--- config.mk ---
export PLATFORM = sky130hd
export DESIGN_NAME = tablero_uart_tx
export DESIGN_NICKNAME = d
export VERILOG_FILES = /design/src/rtl/tablero_uart_tx.sv
export SDC_FILE = /design/constraint.sdc
export NUM_CORES = 1
export LEC_CHECK = 0
export ABC_AREA = 1
export CAP_MARGIN = 30
export CORE_MARGIN = 2
export CORE_UTILIZATION = 40
export DETAILED_ROUTE_END_ITERATION = 10
export HOLD_SLACK_MARGIN = 0.15
export PLACE_DENSITY = 0.68
export SYNTH_ARGS = -nofsm -noshare
export SYNTH_HDL_FRONTEND = slang
export SYNTH_SLANG_ARGS = --single-unit
export TNS_END_PERCENT = 30
--- constraint.sdc ---
create_clock -name clk -period 3.8 [get_ports clk]
set_input_delay 0.76 -clock clk [delete_from_list [all_inputs] [get_ports clk]]
set_output_delay 0.76 -clock clk [all_outputs]
set_load 0.02 [all_outputs]
--- src/rtl/tablero_uart_tx.sv ---
// Serializes tic-tac-toe board snapshots as 12-byte ASCII frames on an 8N1 UART line.
// Latency: tx falls one cycle after a trigger; a frame lasts 120*CLKS_PER_BIT cycles plus a done cycle.
// Backpressure: none accepted; board changes and send requests during a frame coalesce into one follow-up frame.
module tablero_uart_tx #(
  parameter int CLKS_PER_BIT = 434
) (
  input  logic       clk,
  input  logic       reset,
  input  logic [1:0] pos1,
  input  logic [1:0] pos2,
  input  logic [1:0] pos3,
  input  logic [1:0] pos4,
  input  logic [1:0] pos5,
  input  logic [1:0] pos6,
  input  logic [1:0] pos7,
  input  logic [1:0] pos8,
  input  logic [1:0] pos9,
  input  logic [1:0] winner_player,
  input  logic       send_req,
  output logic       tx,
  output logic       busy,
  output logic       frame_done
);

  localparam int BW = (CLKS_PER_BIT > 1) ? $clog2(CLKS_PER_BIT) : 1;
  localparam logic [BW-1:0] BAUD_MAX = BW'(CLKS_PER_BIT - 1);

  localparam logic [1:0] ST_IDLE  = 2'd0;
  localparam logic [1:0] ST_START = 2'd1;
  localparam logic [1:0] ST_DATA  = 2'd2;
  localparam logic [1:0] ST_STOP  = 2'd3;

  localparam logic [3:0] LAST_BYTE = 4'd11;

  logic [1:0]    state_q, state_d;
  logic [19:0]   snap_q, snap_d;
  logic          pend_q, pend_d;
  logic [BW-1:0] baud_q, baud_d;
  logic [2:0]    bit_q, bit_d;
  logic [3:0]    byte_q, byte_d;
  logic          tx_q, tx_d;
  logic          busy_q, busy_d;
  logic          done_q, done_d;

  logic [19:0]   live;
  logic [7:0]    cur_char;
  logic          baud_last;

  // Snapshot layout: pos1 in the low bits, winner in the top two bits.
  assign live = {winner_player, pos9, pos8, pos7, pos6, pos5, pos4, pos3, pos2, pos1};

  function automatic logic [7:0] cell_char(input logic [1:0] c);
    case (c)
      2'b00:   cell_char = 8'h2E; // '.'
      2'b01:   cell_char = 8'h58; // 'X'
      2'b10:   cell_char = 8'h4F; // 'O'
      default: cell_char = 8'h3F; // '?'
    endcase
  endfunction

  function automatic logic [7:0] win_char(input logic [1:0] w);
    case (w)
      2'b00:   win_char = 8'h2D; // '-'
      2'b01:   win_char = 8'h31; // '1'
      2'b10:   win_char = 8'h32; // '2'
      default: win_char = 8'h44; // 'D'
    endcase
  endfunction

  // Select the ASCII character for the byte currently being shifted out.
  always_comb begin
    cur_char = 8'h0A;
    if (byte_q <= 4'd8) begin
      cur_char = cell_char(snap_q[{byte_q, 1'b0} +: 2]);
    end else if (byte_q == 4'd9) begin
      cur_char = win_char(snap_q[19:18]);
    end else if (byte_q == 4'd10) begin
      cur_char = 8'h0D;
    end
  end

  // FSM next-state: trigger evaluation in IDLE, bit timing, and next tx level.
  always_comb begin
    state_d   = state_q;
    snap_d    = snap_q;
    pend_d    = pend_q | send_req;
    baud_d    = baud_q;
    bit_d     = bit_q;
    byte_d    = byte_q;
    tx_d      = tx_q;
    busy_d    = busy_q;
    done_d    = 1'b0;
    baud_last = (baud_q == BAUD_MAX);

    case (state_q)
      ST_IDLE: begin
        tx_d   = 1'b1;
        busy_d = 1'b0;
        if ((live != snap_q) || pend_q || send_req) begin
          snap_d  = live;
          pend_d  = 1'b0;
          byte_d  = 4'd0;
          bit_d   = 3'd0;
          baud_d  = '0;
          state_d = ST_START;
          tx_d    = 1'b0;
          busy_d  = 1'b1;
        end
      end
      ST_START: begin
        if (baud_last) begin
          baud_d  = '0;
          bit_d   = 3'd0;
          state_d = ST_DATA;
          tx_d    = cur_char[0];
        end else begin
          baud_d = baud_q + BW'(1);
        end
      end
      ST_DATA: begin
        if (baud_last) begin
          baud_d = '0;
          if (bit_q == 3'd7) begin
            state_d = ST_STOP;
            tx_d    = 1'b1;
          end else begin
            bit_d = bit_q + 3'd1;
            tx_d  = cur_char[bit_q + 3'd1];
          end
        end else begin
          baud_d = baud_q + BW'(1);
        end
      end
      ST_STOP: begin
        if (baud_last) begin
          baud_d = '0;
          if (byte_q == LAST_BYTE) begin
            // The done cycle is itself an IDLE cycle, so a follow-up trigger is seen there.
            state_d = ST_IDLE;
            byte_d  = 4'd0;
            tx_d    = 1'b1;
            busy_d  = 1'b0;
            done_d  = 1'b1;
          end else begin
            byte_d  = byte_q + 4'd1;
            state_d = ST_START;
            tx_d    = 1'b0;
          end
        end else begin
          baud_d = baud_q + BW'(1);
        end
      end
      default: begin
        state_d = ST_IDLE;
        tx_d    = 1'b1;
        busy_d  = 1'b0;
      end
    endcase
  end

  // State registers with synchronous reset; reset aborts any frame without a done pulse.
  always_ff @(posedge clk) begin
    if (reset) begin
      state_q <= ST_IDLE;
      snap_q  <= '0;
      pend_q  <= 1'b0;
      baud_q  <= '0;
      bit_q   <= 3'd0;
      byte_q  <= 4'd0;
      tx_q    <= 1'b1;
      busy_q  <= 1'b0;
      done_q  <= 1'b0;
    end else begin
      state_q <= state_d;
      snap_q  <= snap_d;
      pend_q  <= pend_d;
      baud_q  <= baud_d;
      bit_q   <= bit_d;
      byte_q  <= byte_d;
      tx_q    <= tx_d;
      busy_q  <= busy_d;
      done_q  <= done_d;
    end
  end

  assign tx         = tx_q;
  assign busy       = busy_q;
  assign frame_done = done_q;

endmodule

# Yosys cells after proc, flatten, opt, wreduce, memory -nomap -nowiden
# Index checks and enable logic that the tools add are counted.
classes:
  add_sub_neg: 3
  n_mul: 0
  div_mod_pow: 0
  n_lt_le_gt_ge: 2
  eq_ne: 20
  shift: 1
  n_mux: 39
  bitwise_logic: 3
  reduce_logical: 15
op_table:
  columns: ["op", "n"]
  rows:
  - ["7-bit one-hot mux with 3 select lines", 2]
  - ["20-bit inequality test", 1]
  - ["20-bit by 6-bit indexed part select with 2-bit output", 1]
  - ["9-bit two-way mux", 2]
  - ["9-bit one-hot mux with 2 select lines", 1]
  - ["8-bit two-way mux", 2]
  - ["3-bit two-way mux", 5]
  - ["2-bit inequality test, second input constant", 7]
  - ["1-bit two-way mux", 13]
  - ["4-bit == test, second input constant", 3]
  - ["4-bit two-way mux", 3]
  - ["2-bit two-way mux", 5]
  - ["5-bit AND reduction", 2]
  - ["9-bit by 1-bit adder with 9-bit output, second input constant", 1]
  - ["9-bit == test, second input constant", 1]
  - ["3-bit one-hot mux with 3 select lines", 1]
  - ["3-bit AND reduction", 3]
  - ["2-bit == test, second input constant", 4]
  - ["2-bit one-hot mux with 4 select lines", 1]
  - ["4-bit one-hot mux with 2 select lines", 1]
  - ["2-bit by 1-bit == test with 1-bit output, second input constant", 3]
  - ["2-bit zero test", 3]
  - ["3-bit OR reduction", 2]
  - ["4-bit by 1-bit adder with 4-bit output, second input constant", 1]
  - ["other kinds (13)", 15]
word_totals:
  ff_bits: 42
  latch_bits: 0
  ramBits: 0
  romBits: 0
  input_bits: 23
  output_inout_bits: 3
  wordCells: 92
  memories: 0

# Depth between registers and ports, before layout
logic_depth:
  depth_word: 9
  depth_mapped: 18

# Worst setup path before layout
# Ideal clock, no wire load.
synth_timing:
  path_kind: "flip-flop to flip-flop"
  startpoint: "reg byte_q[0]"
  endpoint: "reg tx_q, in the netlist tx"
  setup_time_ns: 0.112
  t_arrival_ns: 1.930
  required_ns: 3.688
  setup_slack_ns: 1.758
  path_stages_with_launch: 18
  path_cell_list: "dfxtp_1 > inv_1 > clkbuf_1 > a21oi_1 > o21ai_0 > nand3_1 > nand3_1 > nand2_1 > inv_1 > ha_1 > o21ai_0 > nand3_1 > nand3_1 > nand2_1 > nand3_1 > nand2_1 > nand2_1 > nand2_1"
synth_via:
  elab_chain_len: 9
synth_lines:
  columns: ["item", "line_no", "source"]
  rows:
  - ["start: declaration", "40", "logic [3:0] byte_q, byte_d;"]
  - ["start signal: assignment", "179", "byte_q <= byte_d;"]
  - ["20-bit by 6-bit indexed part select with 2-bit output / 4-bit == test (equally long branches)", "74, 77", null]
  - ["2-bit == test, or another cell as far along", "53", "case (c)"]
  - ["7-bit one-hot mux with 3 select lines / 8-bit two-way mux (equally long branches)", "53, 75", null]
  - ["8-bit two-way mux", "73", "if (byte_q <= 4'd8) begin"]
  - ["1-bit binary-select mux with 3-bit select", "128", "tx_d = cur_char[bit_q + 3'd1];"]
  - ["1-bit two-way mux (not written as such)", "128", null]
  - ["1-bit two-way mux", "123", "if (bit_q == 3'd7) begin"]
  - ["1-bit two-way mux", "121", "if (baud_last) begin"]
  - ["1-bit one-hot mux with 4 select lines (*)", "95", "case (state_q)"]
  - ["end signal: assignment", "180", "tx_q <= tx_d;"]
  - ["end: declaration", "41", "logic tx_q, tx_d;"]
# Mark *: on every way between the ends. The rest lies on a longest branch, timed or not. The select of a mux whose other input is x is not followed.
# A chain may end at the register's enable or synchronous reset.

# Worst setup path after layout
# Same ends and word-level chain as after synthesis.

==> results.yml <==
timing:
  setup_tns_ns: 0
  finalHoldViolations: 0
  period_share: 0.692
  finalSetupViolCount: 0
  slew_headroom: 0.496
  tightest_slew_ns: 0.755
  rsz0062_at_grt: "no"
  slew_violations: 0
  skew_ns: 0.00537
  fmax_mhz: 380
  holdWs_ns: 0.492
  period_minus_slack_ns: 2.63
route:
  routed_wirelength_mm: 6.49
  dr.pass1.iters: 4
  ant_nets: 0
  viasPerCell: 4.78
  drt_iter0_drc: 178
  route.vias.total: 2789
  wl_per_cell_um: 11.1
  drc_errors: 0
layout:
  nNetsFinal: 527
  finish.utilization: 0.465
  drive_above_1_share: 0.0682
  area_growth_pct: 13.7
  insertedDiodeCount: 0
clocking:
  numCtsBuffers: 5
  cts.path.max_buffers: 2
  cts_resized: 0
  post_cts_buffers: 0
  cts_root_buffer: "clkbuf_8"
  clk_pin_slew_ns: 0.09
  cts_tree: "done"
  insertion_delay_ns: 0.30
  h-tree-depth: 2
  cts_sinks: 42
  ctsHoldBuffers: 0
yosys:
  synth_seq_cells: 42
  syn_nets: 507
  syn_area_mm2: 0.00295
  yosysSeqAreaShare: 0.285
  ys_top_cells_by_area: "dfxtp_1, nand2_1, nor2_1"
  postSynthCellCount: 463
  yosysTopAreaCellShare: 0.285
  synth_area_leader_cell: "dfxtp_1"
  ys_types: 33
  syn_area_per_cell_um2: 6.37
  ys_warn_count: 0
floorplanning:
  initial_core_util: 0.409
  dieWidth_um: 89.9
  coreArea_mm2: 0.00721
  die-area_mm2: 0.00808
  rows: 31
  dieHeight_um: 89.9
  ioPinCount: 26
outcome:
  outcome: "finished clean"
worst_setup_path:
  crit_family: "simple AND/OR/NAND/NOR gates"
  worst_ep_required_time_ns: 4.00
  critPathMaxStageDelay_ns: 0.61
  path_cells: "inv_1, a21oi_1, o21ai_0, nand3_1, nand3_1, nand2_1, inv_1, ha_1, o21ai_0, nand3_1, nand3_1, nand2_1, nand3_1, nand2_1, nand2_1, nand2_1"
  ff2ff_path_depth: 16
  crit_buf_inv: 2
  path_class: "reg -> reg"
  arrival_ns: 2.83
  crit_cells: 16
  worst_setup_path_start_kind: "flip-flop"
  worstPathMaxFanout: 15
  end_kind: "flip-flop"
  slowest_stage: "dfxtp_1"
pwr:
  p_leak_uw: 0.00149
  max-vdd-ir-drop_v: 0.000250
  p_per_area_mw_per_mm2: 603
  power_uw: 2020
grt:
  grt_pass1_vias: 2605
  grt_antenna_before_repair: 0
  overflow: 0
  track_usage: 0.168
  grt_pass1_wl_mm: 11.5
  grt_max_degree: 28
placed_design:
  gp_congestion: 0.877
  dpl.hpwl_mm: 4.87
  io_buffers: 25
worst_hold_path:
  hold_path.class: "reg -> reg"
  holdPathStages: 2
job:
  cap_violations: 0
[cell families (layout without fill, tap and decap cells)]
family          Yosys count  in the layout  synth area share
simple gates            242            242             0.354
compound gates           74             74             0.131
buf+inv                  72             93             0.106
flops                    42             42             0.285
fa+ha+maj                21             21            0.0890
xor+xnor                 12             12            0.0356
[report_power, final]
group          switching (µW)  leakage (µW)  internal [µW]
combinational             612       0.00109            379
sequential                114      0.000346            553
clock                     169     0.0000504            196
[metrics by stage]
step           setup slack, ns  area (µm²)  std cells
2_1_floorplan             1.76        2950        463
3_3_place_gp              1.01        3240        575
3_5_place_dp             0.983        3240        575
4_1_cts                   1.13        3360        583
5_1_grt                  0.836        3360        583
6_report                  1.17        3360        583
[sequential cells by signal (all words and copies together), names as in the netlist]
name	cells
snap_q	20
bit_q	3
baud_q	9
state_q	2
byte_q	4
frame_done	1
tx	1
busy	1
pend_q	1
[path summary, 6_finish.rpt]
| kind | slack [ns] | end | from |
|---|---|---|---|
| worst max-delay path | 1.17 | tx$_SDFFE_PP1P_ | byte_q[0]$_SDFFE_PP0P_ |
| worst max register to register | 1.17 | tx$_SDFFE_PP1P_ | byte_q[0]$_SDFFE_PP0P_ |
| worst min-delay path | 0.49 | baud_q[8]$_SDFFE_PP0P_ | baud_q[8]$_SDFFE_PP0P_ |
| worst min register to register | 0.49 | baud_q[8]$_SDFFE_PP0P_ | baud_q[8]$_SDFFE_PP0P_ |
[Yosys cell counts, drive strengths merged]
master / number
xnor2: 7
o221ai: 1
clkbuf: 6
and2: 1
nand2: 110
nor4: 3
buf: 7
o211ai: 2
nor3b: 1
or2: 1
dfxtp: 42
a211oi: 1
inv: 58
nand4: 5
nor3: 3
a21boi: 1
ha: 21
nor2: 84
a21oi: 30
xor2: 5
nand3: 33
nand3b: 1
o21ai: 39
clkinv: 1
[metal layers]
layer  track usage  vias up  wire, µm
li1              -     1503         -
met2         0.282       49      2870
met1         0.222     1228      3290
met4        0.0474        0        87
met5             0        -         0
met3        0.0285        9       246
[final cells by class]
| cell class | count | area, µm² |
|---|---|---|
| inverter | 59 | 221 |
| clock inverter | 3 | 45.0 |
| timing repair buffer | 26 | 258 |
| multi-input combinational | 349 | 1800 |
| sequential | 42 | 841 |
| tap | 99 | 124 |
| clock buffer | 5 | 68.8 |
| fill | 757 | 3860 |
[worst register-to-register path: stages, from the launching register on]
cell	delay, ns
dfxtp_1	0.61
inv_1	0.30
a21oi_1	0.20
o21ai_0	0.10
nand3_1	0.11
nand3_1	0.08
nand2_1	0.15
inv_1	0.06
ha_1	0.18
o21ai_0	0.28
nand3_1	0.12
nand3_1	0.09
nand2_1	0.05
nand3_1	0.06
nand2_1	0.05
nand2_1	0.05
nand2_1	0.04
[placed cells by master, fill, tap and decap left out]
cell type          n
a211oi_1           1
nand2_4            1
or2_2              1
nand4_4            1
dfxtp_1           42
a21oi_1           29
o221ai_1           1
and2_1             1
clkinv_1           1
o211ai_1           2
nand3b_1           1
clkbuf_8           5
nand3_1           33
nor3b_1            1
a21oi_2            1
ha_1              21
nor3_1             3
clkdlybuf4s50_1   25
nand4_1            4
nand2_2            2
inv_2              6
clkinvlp_4         2
nor2_2            12
xnor2_1            7
o21ai_1            4
nor2_1            72
inv_1             52
a21boi_1           1
nor4_1             3
bufinv_16          1
nand2_1          107
buf_4              1
xor2_1             5
o21ai_0           35
Note: power is estimated with default switching activity, not from simulation.
